==> src/rtl/captura_operandos_alu_if.sv <==
// captura_operandos_alu_if: board I/O, ALU inputs and ALU results for the operand loader
interface captura_operandos_alu_if #(parameter int ANCHO = 4);
   logic [ANCHO-1:0] interruptores;
   logic             boton;
   logic [ANCHO-1:0] resultado_alu;
   logic [3:0]       banderas_alu;
   logic [ANCHO-1:0] operandoA;
   logic [ANCHO-1:0] operandoB;
   logic [3:0]       seleccion;
   logic             valido;
   logic [ANCHO-1:0] resultado;
   logic [3:0]       banderas;
   logic [2:0]       estado;
   modport master (
      output interruptores, boton, resultado_alu, banderas_alu,
      input  operandoA, operandoB, seleccion, valido, resultado, banderas, estado
   );
   modport slave (
      input  interruptores, boton, resultado_alu, banderas_alu,
      output operandoA, operandoB, seleccion, valido, resultado, banderas, estado
   );
endinterface

==> src/rtl/captura_operandos_alu.sv <==
// captura_operandos_alu: debounced button loads A, B and opcode from switches, then latches the ALU result
module captura_operandos_alu #(
   parameter int ANCHO         = 4,
   parameter int REBOTE_CICLOS = 500000
) (
   input logic                   clk,
   input logic                   rst_n,
   captura_operandos_alu_if.slave bus
);
   localparam int CW = $clog2(REBOTE_CICLOS + 1);
   typedef enum logic [2:0] {
      CARGA_A  = 3'd0,
      CARGA_B  = 3'd1,
      CARGA_OP = 3'd2,
      EJECUTA  = 3'd3,
      MUESTRA  = 3'd4
   } estado_t;
   logic          sinc1, sinc2, limpio, limpio_d, pulso;
   logic [CW-1:0] cuenta;
   estado_t       st, st_n;
   logic          carga_a, carga_b, carga_op;
   // synchronise the button, accept a level only after it holds for REBOTE_CICLOS cycles, pulse on the rise
   always_ff @(posedge clk) begin
      if (!rst_n) begin
         sinc1    <= 1'b0;
         sinc2    <= 1'b0;
         limpio   <= 1'b0;
         limpio_d <= 1'b0;
         pulso    <= 1'b0;
         cuenta   <= '0;
      end else begin
         sinc1    <= bus.boton;
         sinc2    <= sinc1;
         limpio_d <= limpio;
         pulso    <= limpio & ~limpio_d;
         if (sinc2 != limpio) begin
            if (cuenta >= CW'(REBOTE_CICLOS - 1)) begin
               limpio <= sinc2;
               cuenta <= '0;
            end else begin
               cuenta <= cuenta + 1'b1;
            end
         end else begin
            cuenta <= '0;
         end
      end
   end
   // next state and load strobes; EJECUTA always moves on since no pulse can land there
   always_comb begin
      st_n     = st;
      carga_a  = 1'b0;
      carga_b  = 1'b0;
      carga_op = 1'b0;
      case (st)
         CARGA_A: begin
            carga_a = pulso;
            st_n    = pulso ? CARGA_B : CARGA_A;
         end
         CARGA_B: begin
            carga_b = pulso;
            st_n    = pulso ? CARGA_OP : CARGA_B;
         end
         CARGA_OP: begin
            carga_op = pulso;
            st_n     = pulso ? EJECUTA : CARGA_OP;
         end
         EJECUTA: st_n = MUESTRA;
         MUESTRA: st_n = pulso ? CARGA_A : MUESTRA;
         default: st_n = CARGA_A;
      endcase
   end
   // state register plus the held ALU inputs and the latched result/flags
   always_ff @(posedge clk) begin
      if (!rst_n) begin
         st            <= CARGA_A;
         bus.operandoA <= '0;
         bus.operandoB <= '0;
         bus.seleccion <= '0;
         bus.resultado <= '0;
         bus.banderas  <= '0;
      end else begin
         st <= st_n;
         if (carga_a) bus.operandoA <= bus.interruptores;
         if (carga_b) bus.operandoB <= bus.interruptores;
         if (carga_op) bus.seleccion <= bus.interruptores[3:0];
         if (st == EJECUTA) begin
            bus.resultado <= bus.resultado_alu;
            bus.banderas  <= bus.banderas_alu;
         end
      end
   end
   assign bus.valido = (st == EJECUTA);
   assign bus.estado = st;
endmodule

==> src/flat_wrapper.sv <==
// flat-port wrapper written by rule: the top's interface ports become plain ports
module captura_operandos_alu_flat 
#(
   parameter int ANCHO         = 4,
   parameter int REBOTE_CICLOS = 500000
)
  (clk, rst_n, bus_interruptores, bus_boton, bus_resultado_alu, bus_banderas_alu, bus_operandoA, bus_operandoB, bus_seleccion, bus_valido, bus_resultado, bus_banderas, bus_estado);
  captura_operandos_alu_if #(.ANCHO(ANCHO)) bus_i ();
  input logic clk;
  input logic rst_n;
  input wire logic [$bits(bus_i.interruptores)-1:0] bus_interruptores;
  input wire logic [$bits(bus_i.boton)-1:0] bus_boton;
  input wire logic [$bits(bus_i.resultado_alu)-1:0] bus_resultado_alu;
  input wire logic [$bits(bus_i.banderas_alu)-1:0] bus_banderas_alu;
  output wire logic [$bits(bus_i.operandoA)-1:0] bus_operandoA;
  output wire logic [$bits(bus_i.operandoB)-1:0] bus_operandoB;
  output wire logic [$bits(bus_i.seleccion)-1:0] bus_seleccion;
  output wire logic [$bits(bus_i.valido)-1:0] bus_valido;
  output wire logic [$bits(bus_i.resultado)-1:0] bus_resultado;
  output wire logic [$bits(bus_i.banderas)-1:0] bus_banderas;
  output wire logic [$bits(bus_i.estado)-1:0] bus_estado;
  assign bus_i.interruptores = bus_interruptores;
  assign bus_i.boton = bus_boton;
  assign bus_i.resultado_alu = bus_resultado_alu;
  assign bus_i.banderas_alu = bus_banderas_alu;
  assign bus_operandoA = bus_i.operandoA;
  assign bus_operandoB = bus_i.operandoB;
  assign bus_seleccion = bus_i.seleccion;
  assign bus_valido = bus_i.valido;
  assign bus_resultado = bus_i.resultado;
  assign bus_banderas = bus_i.banderas;
  assign bus_estado = bus_i.estado;
  captura_operandos_alu #(.ANCHO(ANCHO), .REBOTE_CICLOS(REBOTE_CICLOS)) u_core (.clk(clk), .rst_n(rst_n), .bus(bus_i));
endmodule
==> config.mk <==
export PLATFORM = sky130hd
export DESIGN_NAME = captura_operandos_alu_flat
export DESIGN_NICKNAME = d
export VERILOG_FILES = /design/src/rtl/captura_operandos_alu_if.sv /design/src/rtl/captura_operandos_alu.sv /design/src/flat_wrapper.sv
export SDC_FILE = /design/constraint.sdc
export NUM_CORES = 1
export LEC_CHECK = 0
export BUFFER_PORTS_ARGS = -buffer_cell sky130_fd_sc_hd__clkbuf_2
export CELL_PAD_IN_SITES_DETAIL_PLACEMENT = 1
export CELL_PAD_IN_SITES_GLOBAL_PLACEMENT = 2
export CORE_ASPECT_RATIO = 0.6
export CORE_UTILIZATION = 26
export CTS_CLUSTER_SIZE = 8
export DETAILED_ROUTE_END_ITERATION = 12
export PLACE_DENSITY_LB_ADDON = 0.1
export SETUP_SLACK_MARGIN = 0.4
export SLEW_MARGIN = 20
export SYNTH_ARGS = -nofsm -noshare
export SYNTH_HDL_FRONTEND = slang
export SYNTH_SLANG_ARGS = --single-unit
==> constraint.sdc <==
create_clock -name clk -period 2.5 [get_ports clk]
set_input_delay 0.25 -clock clk [delete_from_list [all_inputs] [get_ports clk]]
set_output_delay 0.25 -clock clk [all_outputs]
set_load 0.005 [all_outputs]
**After elaboration in Yosys (flattened, before gate mapping)**

Index checks and enable logic that the tools add are counted.

- Bits in registers: 47
- Input port bits: 15
- Output and inout port bits: 24
- Logic and storage cells: 34

- Add/subtract/negate cells: 1
- Magnitude comparators: 1
- Equal/unequal tests: 5
- Mux-type cells: 8
- Bitwise operators: 4
- Reductions and logical operators: 3

Operators with widths:

| operator | number |
|---|---|
| $add 19x1->19 const B | 1 |
| $ge 19x19->1 const B | 1 |
| $pmux 3 s5 | 1 |
| $eq 3x2->1 const B | 2 |
| $mux 1 | 5 |
| $eq 3x1->1 const B | 1 |
| $eq 3x3->1 const B | 1 |
| $logic_not 3->1 | 1 |
| $mux 3 | 1 |
| $not 1->1 | 3 |
| $reduce_or 3->1 | 1 |
| $mux 2 | 1 |
| $reduce_and 2->1 | 1 |
| $and 1x1->1 | 1 |
| $ne 1x1->1 | 1 |

**Longest topological paths before layout**

Gate-level depths: netlist of the first run.

- Depth in word-level cells: 3
- Depth in mapped cells: 6
- Gate-level depth less buffers: 5

**Worst setup path after synthesis of the first run**

OpenSTA, ideal clock, no wires.

- Path type: register to register
- Start: register u_core.cuenta[0]
- End: register u_core.cuenta[16]
- Library setup time: 80 ps
- Data arrival time: 1820 ps
- Required time: 2420 ps
- Slack: 600 ps
- Cell stages (with the launch flop): 6
- Cell sequence: dfxtp_1 ha_1 nand4_2 or4_4 or3_1 a211oi_2

- Cells in the longest elaborated chain, start to end: 2

RTL lines:

| item | RTL line | text |
|---|---|---|
| start: declaration | captura_operandos_alu.sv:19 | `logic [CW-1:0] cuenta;` |
| start signal: assignment | captura_operandos_alu.sv:41 | `cuenta <= cuenta + 1'b1;` |
| $ge 19x19->1 | captura_operandos_alu.sv:37 | `if (cuenta >= CW'(REBOTE_CICLOS - 1)) begin` |
| $reduce_or 3->1 (no line) | - |  |

Several ways; a longest one is shown, not always the timed one.
A chain may end at the register's enable or synchronous reset.

**Worst setup path in the final report of the first run**

Same ends and word-level chain as after synthesis.

==> results of run 1 <==
==> worst paths after layout <==
check,end,startpoint
max,u_core.cuenta[16]$_SDFF_PP0_,u_core.cuenta[0]$_SDFF_PP0_
min,u_core.sinc1$_SDFF_PN0_,bus_boton
max reg2reg,u_core.cuenta[16]$_SDFF_PP0_,u_core.cuenta[0]$_SDFF_PP0_
min reg2reg,u_core.pulso$_SDFF_PN0_,u_core.limpio_d$_SDFF_PN0_
==> layout by cell type (no fill, tap or decap), types with 3 or more instances in the layout <==
cell       instances
inv_1              5
clkbuf_2          38
nand2_1           25
nor2b_1           12
and2_1             4
nor2_1             6
nor3_1            19
nor4_1             4
buf_4              5
mux2i_1           12
a21boi_0           8
xnor2_1           11
clkinv_2           3
nand3_1            5
o21ai_0            3
dfxtp_1           47
clkbuf_16          5
nand4_1            4
nand2b_1           4
xor2_1             3
==> per-layer routing <==
metal,vias up,routed length (um)
li1,814,-
met1,734,3027
met2,32,1680
met3,3,215
met4,0,23
met5,-,0
==> power breakdown <==
group	leakage (nW)	internal (mW)	switching, mW	total, mW
Combinational	0.376	0.0155	0.0157	0.0312
Sequential	0.379	0.751	0.00129	0.752
Clock	0.0733	0.365	0.283	0.648
==> state kept, by name, summed over array words and instances (netlist names) <==
| register | cells |
|---|---|
| u_core.cuenta | 19 |
| u_core.bus.banderas | 4 |
| u_core.bus.operandoA | 4 |
| u_core.bus.operandoB | 4 |
| u_core.bus.resultado | 4 |
| u_core.bus.seleccion | 4 |
| u_core.bus.estado | 3 |
| u_core.limpio | 1 |
| u_core.limpio_d | 1 |
| u_core.pulso | 1 |
| u_core.sinc1 | 1 |
| u_core.sinc2 | 1 |
==> cell type report <==
type | instances | area share
Multi-Input combinational cell | 149 | 0.4074
Sequential cell | 47 | 0.3815
Timing Repair Buffer | 43 | 0.09234
Tap cell | 104 | 0.05277
Clock buffer | 5 | 0.05074
Inverter | 6 | 0.009132
Clock inverter | 3 | 0.006088
==> per-stage QoR <==
step | std cells | util | worst slack [ns] | hold slack, ns | area [sq um]
5_1_grt | 357 | 0.3380 | 0.4063 | 0.1757 | 2466
3_3_place_gp | 349 | 0.3155 | 0.4922 | 0.3744 | 2302
6_report | 357 | 0.3380 | 0.4796 | 0.1664 | 2466
4_1_cts | 357 | 0.3347 | 0.4484 | 0.1612 | 2442
2_1_floorplan | 209 | - | 0.5996 | 0.3682 | 1967
3_5_place_dp | 349 | 0.3155 | 0.4667 | 0.3814 | 2302
==> repair_timing <==
action / 4_1_cts / 5_1_grt
gates resized for setup: 0 / 4
setup endpoints to repair: 0 / 17
setup buffers: 0 / 0
==> logic make-up after synthesis <==
group                    Yosys count  share of synthesized area
AND/OR/NAND/NOR                   97                     0.2640
multiplexers                      13                    0.06680
flip-flops                        47                     0.4784
XOR/XNOR                          14                    0.06234
buffers and inverters             13                    0.02608
AO/OA/AOI/OAI                     24                    0.09605
adder cells (fa/ha/maj)            1                   0.006360
==> worst register-to-register path, cell delays in order, from the launching register on <==
cell,delay [ns]
dfxtp_1,0.41
ha_4,0.19
nand4_2,0.17
or4_4,0.59
or3_1,0.38
a211oi_2,0.21
==> flow_summary_export.csv, run 1 <==
group,metric,value,unit
cells_and_area,n_fill_cell,873,
yosys,synth_edf_count,0,
floorplan,coreArea,7297,sq um
grt,grt_max_degree,27,
drt,first_pass_iters,4,
critical_path,arrival,2.24,ns
flow_run,drv_cap,0,
floorplan,die_y,69.37,um
min_path,hp-class,"in -> reg",
critical_path,crit_buf_inv,0,
clocking,cts_tree,"done",
sta,period_needed,2.020,ns
critical_path,rrSetupSlack,0.48,ns
sta,fmax,495.0,MHz
placement,globalplace.congestion,0.7458,
critical_path,worstPathRequired,2.72,ns
clocking,clockBufferDepth,2,
clocking,htree_levels,2,
critical_path,cp_num_cells,5,
yosys,yosysMostFrequentCell,"dfxtp_1",
sta,clock-skew-final,0.004456,ns
floorplan,fp.dieW,114.3,um
critical_path,worst_setup_path_start_kind,"flop",
cells_and_area,final_nets,268,
yosys,async_flop_share,0,
critical_path,crit_chain,"ha_4 -> nand4_2 -> or4_4 -> or3_1 -> a211oi_2",
cells_and_area,area_growth,25.38,%
min_path,whs_path_depth,2,
sta,slew_violations,0,
critical_path,crit_fanout,5,
sta,fin_crit_sh,0.8082,
cells_and_area,register_area,940.9,sq um
grt,track_usage,0.1378,
clocking,clkSlewWorstSetupHoldPaths,0.06,ns
clocking,clkSinkCount,47,
yosys,avgSynthCellArea,9.411,sq um
grt,met2_usage,0.1603,
critical_path,critical_path.top_delay_family,"simple AND/OR/NAND/NOR gates",
drt,wl_per_cell,13.85,um
clocking,root_buffer,"clkbuf_16",
run_status,status,"complete, no violations",
drt,ant_nets,0,
critical_path,slowest_delay,0.59,ns
power_and_ir_drop,p_leak,0.8282,nW
drt,wirelength,4.946,mm
grt,met3_usage,0.04545,
grt,grt_busiest_layer,"met1",
power_and_ir_drop,power.density,580.4,nW/um^2
clocking,clk_latency,0.29,ns
yosys,ys_ff_latch,47,
placement,place_hpwl,3.709,mm
power_and_ir_drop,power.total,1.431,mW
drt,vias,1583,
grt,grtUsageMet1,0.2259,
floorplan,start_util,0.2695,
yosys,ys_types,40,
yosys,synthTopCellsByArea,"dfxtp_1 48%, mux2i_1 6.1%, xnor2_1 4.9%",
yosys,synth_ff_type,"dfxtp_1",
yosys,synth_area,1967,sq um
floorplan,io_pins,39,
sta,setup_viol,0,
drt,drt_iter0_drc,55,
grt,grt_pass1_wl,8.293,mm
sta,hold_violations,0,
cells_and_area,drive_gt1_frac,0.2490,
placement,io_buffers,38,
clocking,holdBufCountCts,0,
drt,vias_per_cell,4.434,
sta,rsz0062_at_grt,"false",
yosys,seq_area_frac_synth,0.4784,
yosys,yosys_warnings,0,
drt,drc_errors,0,
power_and_ir_drop,vdd_drop_max,0.2338,mV
critical_path,slowest_stage,"or4_4",
sta,slew-limit-headroom,0.6237,
grt,antenna_found_initial,0,
sta,tightest_slew,0.5624,ns
yosys,synthCells,209,
cells_and_area,multi_input_area,1005,sq um
sta,setup_tns,0,ns
critical_path,path_class,"reg -> reg",
grt,first_global_vias,1538,
yosys,synth_top_cell_by_area,"dfxtp_1",
critical_path,rr_worst_depth,5,
floorplan,dieArea,7928,sq um
grt,grt-ovfl-total,0,
clocking,cts_buffers,5,
yosys,synth.top_cells.by_count,"47 x dfxtp_1, 25 x nand2_1, 19 x nor3_1, 12 x mux2i_1, 12 x nor2b_1",
yosys,synth_nets,225,
floorplan,row_count,24,
yosys,yosysTopAreaCellShare,0.4784,
cells_and_area,antenna_cells,0,
critical_path,end_kind,"flop",
Power figures use the tool's default switching activity.
==> inputs of run 2 (changes only) <==
- clock period: 2.5 -> 1.8 ns (I/O delays scaled with it)
==> run 2 against run 1 <==
Against the previous run: sequential share of layout area shrank 4.4 points; via count grew 5.6%; first-iteration DRC count fell by 38%; fmax grew 20%; largest cell class unchanged.
==> flow_summary_export.csv, run 2 (same netlist as run 1, synthesis figures left out) <==
group,metric,value,unit
floorplan,start_util,0.2695,
drt,drc_errors,0,
critical_path,r2r_start,"u_core.cuenta[1]$_SDFF_PP0_",
critical_path,worst_setup_path_start_kind,"flop",
drt,drt_iter0_drc,34,
drt,top_layer,"met3",
drt,first_pass_iters,6,
sta,period_needed,1.686,ns
floorplan,row_count,24,
placement,place_hpwl,3.581,mm
sta,fmax,593.3,MHz
placement,dp_slack,0.05545,ns
critical_path,arrival,1.85,ns
clocking,clockBufferDepth,2,
clocking,holdBufCountCts,0,
placement,io_buffers,38,
min_path,hp-class,"in -> reg",
floorplan,coreArea,7297,sq um
floorplan,fp.dieW,114.3,um
clocking,clk_latency,0.29,ns
placement,globalplace.congestion,0.7039,
clocking,cts_buffers,5,
cells_and_area,final_cells,386,
drt,wirelength,5.253,mm
clocking,root_buffer,"clkbuf_16",
sta,setup_tns,0,ns
critical_path,crit_chain,"ha_4 -> nand4_4 -> buf_6 -> o211a_4 -> a221oi_4 -> buf_6 -> buf_6 -> o32ai_2",
min_path,min_from,"bus_boton",
drt,ant_nets,0,
critical_path,crit_buf_inv,3,
critical_path,critical_path.top_delay_family,"compound AO/OA/AOI/OAI gates",
grt,first_global_vias,1675,
clocking,clkSinkCount,47,
power_and_ir_drop,p_leak,1.027,nW
sta,fin_crit_sh,0.9364,
cells_and_area,antenna_cells,0,
sta,slew_violations,0,
sta,hold_violations,0,
drt,wl_met2,1.971,mm
critical_path,slowest_stage,"dfxtp_4",
cells_and_area,drive_gt1_frac,0.3972,
grt,grt-ovfl-total,0,
critical_path,crit_start,"u_core.cuenta[1]$_SDFF_PP0_",
grt,antenna_found_initial,0,
drt,vias_per_cell,4.332,
sta,slew-limit-headroom,0.7402,
cells_and_area,final_cell_area,2841,sq um
critical_path,worstPathRequired,1.96,ns
drt,wl_met3,148,um
cells_and_area,final_nets,297,
critical_path,cpMostUsedCell,"buf_6",
power_and_ir_drop,vdd_drop_max,0.3001,mV
drt,vias,1672,
clocking,clkSlewWorstSetupHoldPaths,0.07,ns
run_status,status,"complete, no violations",
cells_and_area,top_register,"u_core.cuenta",
sta,clock-skew-final,0.007179,ns
floorplan,dieArea,7928,sq um
placement,dpl_cell_area,2464,sq um
sta,tightest_slew,0.3880,ns
drt,routedLengthMet1,3.132,mm
cells_and_area,largest_register_ffs,19,
clocking,htree_levels,2,
critical_path,end_kind,"flop",
power_and_ir_drop,power.density,694.5,nW/um^2
cells_and_area,n_fill_cell,849,
sta,rsz0062_at_grt,"true",
cells_and_area,area_growth,44.47,%
floorplan,io_pins,39,
sta,fin_ws,0.1145,ns
cells_and_area,final_common_cell,"dfxtp_1",
critical_path,path_class,"reg -> reg",
grt,grt_pass1_wl,8.825,mm
grt,grt_max_degree,20,
placement,dp.cells,364,
grt,track_usage,0.1435,
flow_run,drv_cap,0,
critical_path,slowest_delay,0.36,ns
critical_path,crit_fanout,5,
clocking,cts_tree,"done",
sta,setup_viol,0,
drt,wl_per_cell,13.61,um
cells_and_area,mostFrequentLayoutCells,"41 x dfxtp_1, 38 x clkbuf_2, 28 x buf_4",
floorplan,die_y,69.37,um
[run 2: cell types whose count changed in the layout (fill, tap and decap cells not counted), sizes merged]
cell,before,now
clkinv,4,2
clkbuf,43,45
buf,5,34
[run 2: final cells by class]
class	instances	area, sq um	area share
inverter	6	27.53	0.009687
sequential	47	958.4	0.3373
clock inverter	1	5.005	0.001761
multi-input combinational	149	1116	0.3928
timing repair buffer	72	471.7	0.1660
clock buffer	7	132.6	0.04668
tap	104	130.1	0.04579
[run 2: what timing repair did]
item	4_1_cts	5_1_grt
gates resized for setup	16	18
pin swaps	4	13
setup endpoints to repair	29	29
setup buffers	9	3
gates cloned	2	0
[run 2: final timing paths]
path         depth (start not counted)  slack (ns)                    endpoint
min reg2reg                          1        0.38     u_core.pulso$_SDFF_PN0_
max                                  8        0.11  u_core.limpio$_SDFFE_PN0P_
max reg2reg                          8        0.11  u_core.limpio$_SDFFE_PN0P_
min                                  2        0.13     u_core.sinc1$_SDFF_PN0_
[run 2: report_power, final]
group	switching, mW	internal (mW)	total [mW]
Clock	0.375	0.514	0.889
Sequential	0.00147	1.04	1.04
Combinational	0.0237	0.0224	0.0461
Total	0.400	1.57	1.97
[run 2: routing by layer]
| metal | up-vias | global-route usage |
|---|---|---|
| met2 | 24 | 0.1791 |
| met3 | 0 | 0.03409 |
| met5 | - | 0 |
| met4 | 0 | 0.03030 |
| met1 | 773 | 0.2369 |
| li1 | 875 | - |
[run 2: per-stage QoR]
| step | util | total power [mW] | hold WS (ns) |
|---|---|---|---|
| after CTS | 0.3752 | 2.024 | 0.1199 |
| final | 0.3894 | 1.974 | 0.1282 |
| after detailed placement | 0.3376 | 1.110 | 0.3769 |
| after global routing | 0.3894 | 2.068 | 0.1201 |
| after global placement | 0.3376 | 1.109 | 0.3718 |
| after floorplan | - | 1.083 | 0.3073 |
==> inputs of run 3 (changes only) <==
- CTS_BUF_LIST: unset -> sky130_fd_sc_hd__clkbuf_8 sky130_fd_sc_hd__clkbuf_16
==> run 3 against run 2 <==
Against the previous run: fmax increased by 1.2%; via count increased by 0.30%; die area unchanged; register-to-register slack improved by 0.02 ns; largest power group unchanged; combinational power decreased by 2%; worst hold slack got worse by 0.0016 ns; first-iteration DRC count increased by 32%; clock skew decreased by 0.00086 ns; clock power decreased by 1%; final cell count decreased by 0.26%; non-clock buffer count decreased by 1; wire length decreased by 2.9%.
==> flow_summary_export.csv, run 3 (same netlist as run 1, synthesis figures left out) <==
group,metric,value,unit
power_and_ir_drop,intPower,1.562,mW
critical_path,crit_buf_inv,3,
critical_path,crit_chain,"ha_4 -> nand4_4 -> buf_6 -> o211a_4 -> a221oi_4 -> buf_6 -> buf_8 -> nor3_1",
grt,antenna_found_initial,0,
cells_and_area,drive_gt1_frac,0.3843,
clocking,clkSinkCount,47,
grt,grt_max_degree,20,
critical_path,slowest_stage,"dfxtp_4",
critical_path,critical_path.top_delay_family,"compound AO/OA/AOI/OAI gates",
power_and_ir_drop,pwr-share-comb,0.023,
grt,first_global_vias,1671,
clocking,clockBufferDepth,2,
grt,met2_usage,0.1791,
grt,grt_pass1_wl,8.680,mm
cells_and_area,mostFrequentLayoutCells,"40 x dfxtp_1, 38 x clkbuf_2, 28 x buf_4",
cells_and_area,post-route-util,0.3837,
sta,setup_viol,0,
placement,io_buffers,38,
critical_path,path_class,"reg -> reg",
critical_path,worstPathRequired,1.97,ns
drt,drc_errors,0,
floorplan,row_count,24,
critical_path,arrival,1.83,ns
critical_path,cpMostUsedCell,"buf_6",
sta,clock-skew-final,0.006315,ns
cells_and_area,final_common_cell,"dfxtp_1",
drt,ant_nets,0,
power_and_ir_drop,power.density,700.2,nW/um^2
sta,rsz0062_at_grt,"true",
run_status,status,"complete, no violations",
floorplan,io_pins,39,
power_and_ir_drop,power.total,1.961,mW
power_and_ir_drop,vdd_drop_max,0.2996,mV
sta,fin_crit_sh,0.9257,
power_and_ir_drop,swShare,0.2035,
placement,globalplace.congestion,0.7039,
sta,fmax,600.1,MHz
sta,period_needed,1.666,ns
clocking,htree_levels,2,
cells_and_area,final_nets,296,
cells_and_area,largest_register_ffs,19,
drt,wl_per_cell,13.25,um
critical_path,end_kind,"flop",
sta,hold_violations,0,
sta,fin_ws,0.1337,ns
floorplan,coreArea,7297,sq um
placement,dp_slack,0.05545,ns
drt,drt_iter0_drc,45,
sta,tightest_slew,0.3549,ns
clocking,root_buffer,"clkbuf_16",
floorplan,fp.dieW,114.3,um
floorplan,dieArea,7928,sq um
clocking,clk_latency,0.28,ns
power_and_ir_drop,clkPwrFrac,0.447,
grt,grt_busiest_layer,"met1",
clocking,cts_tree,"done",
grt,grtUsageMet1,0.2276,
sta,slew-limit-headroom,0.7612,
drt,first_pass_iters,6,
cells_and_area,antenna_cells,0,
drt,vias_per_cell,4.356,
power_and_ir_drop,power_frac_seq,0.530,
sta,setup_tns,0,ns
critical_path,worst_setup_path_start_kind,"flop",
cells_and_area,top_register,"u_core.cuenta",
floorplan,die_y,69.37,um
critical_path,crit_fanout,6,
grt,met3_usage,0.03409,
grt,track_usage,0.1403,
clocking,cts_buffers,5,
critical_path,slowest_delay,0.36,ns
clocking,clkSlewWorstSetupHoldPaths,0.06,ns
min_path,hp-class,"in -> reg",
floorplan,start_util,0.2695,
drt,wirelength,5.103,mm
flow_run,drv_cap,0,
clocking,holdBufCountCts,0,
placement,place_hpwl,3.581,mm
power_and_ir_drop,p_leak,1.025,nW
sta,slew_violations,0,
grt,grt-ovfl-total,0,
cells_and_area,area_growth,42.37,%
drt,vias,1677,
power_and_ir_drop,power_switching,0.3991,mW
## run 3: cell types whose count changed in the layout (fill, tap and decap cells not counted), sizes merged
cell | before | now
inv | 5 | 7
clkbuf | 45 | 43
buf | 34 | 33
## run 3: routing by layer
metal  wire [um]  share of wire
met1        3012           0.59
met4           0              0
met2        1915           0.38
met3         174          0.034
met5           0              0
## run 3: worst paths after layout
| check | start | endpoint | slack (ns) | depth (start not counted) |
|---|---|---|---|---|
| max | u_core.cuenta[1]$_SDFF_PP0_ | u_core.cuenta[10]$_SDFF_PP0_ | 0.13 | 8 |
| max reg2reg | u_core.cuenta[1]$_SDFF_PP0_ | u_core.cuenta[10]$_SDFF_PP0_ | 0.13 | 8 |
| min reg2reg | u_core.limpio_d$_SDFF_PN0_ | u_core.pulso$_SDFF_PN0_ | 0.38 | 1 |
| min | bus_boton | u_core.sinc1$_SDFF_PN0_ | 0.13 | 2 |
## run 3: stage by stage
| stage | cells | instance area, sq um | hold WS, ns |
|---|---|---|---|
| after floorplan | 209 | 2027 | 0.3073 |
| after global placement | 364 | 2464 | 0.3718 |
| after detailed placement | 364 | 2464 | 0.3769 |
| after CTS | 381 | 2719 | 0.1198 |
| after global routing | 385 | 2800 | 0.1200 |
| final | 385 | 2800 | 0.1266 |
## run 3: final cells by class
type | count | area, sq um
clock buffers | 5 | 125.1
clock inverters | 3 | 12.51
fillers | 852 | 4497
inverters | 6 | 27.53
multi-input cells | 149 | 1085
flip-flops and latches | 47 | 959.7
well taps | 104 | 130.1
repair buffers | 71 | 460.4
## run 3: worst reg2reg max path: stages, from the launching register on
cell and delay (ns):
dfxtp_4 0.36, ha_4 0.14, nand4_4 0.09, buf_6 0.15, o211a_4 0.15, a221oi_4 0.32, buf_6 0.15, buf_8 0.13
nor3_1 0.06
## run 3: power groups by stage
| stage | combinational (mW) | sequential, mW | clock (mW) |
|---|---|---|---|
| floorplan | 0.0184 | 1.07 | 0 |
| global placement | 0.0440 | 1.07 | 0 |
| detailed placement | 0.0442 | 1.07 | 0 |
| CTS | 0.0459 | 1.04 | 0.930 |
| global route | 0.0494 | 1.04 | 0.969 |
| finish | 0.0451 | 1.04 | 0.877 |
## run 3: what timing repair did
item                                    4_1_cts  5_1_grt
endpoints found under the setup margin       29       28
setup buffers                                 8        4
endpoints found under the hold margin         0        0
resized for setup                            14       14
cloned                                        1        0
pin swaps                                     4        7
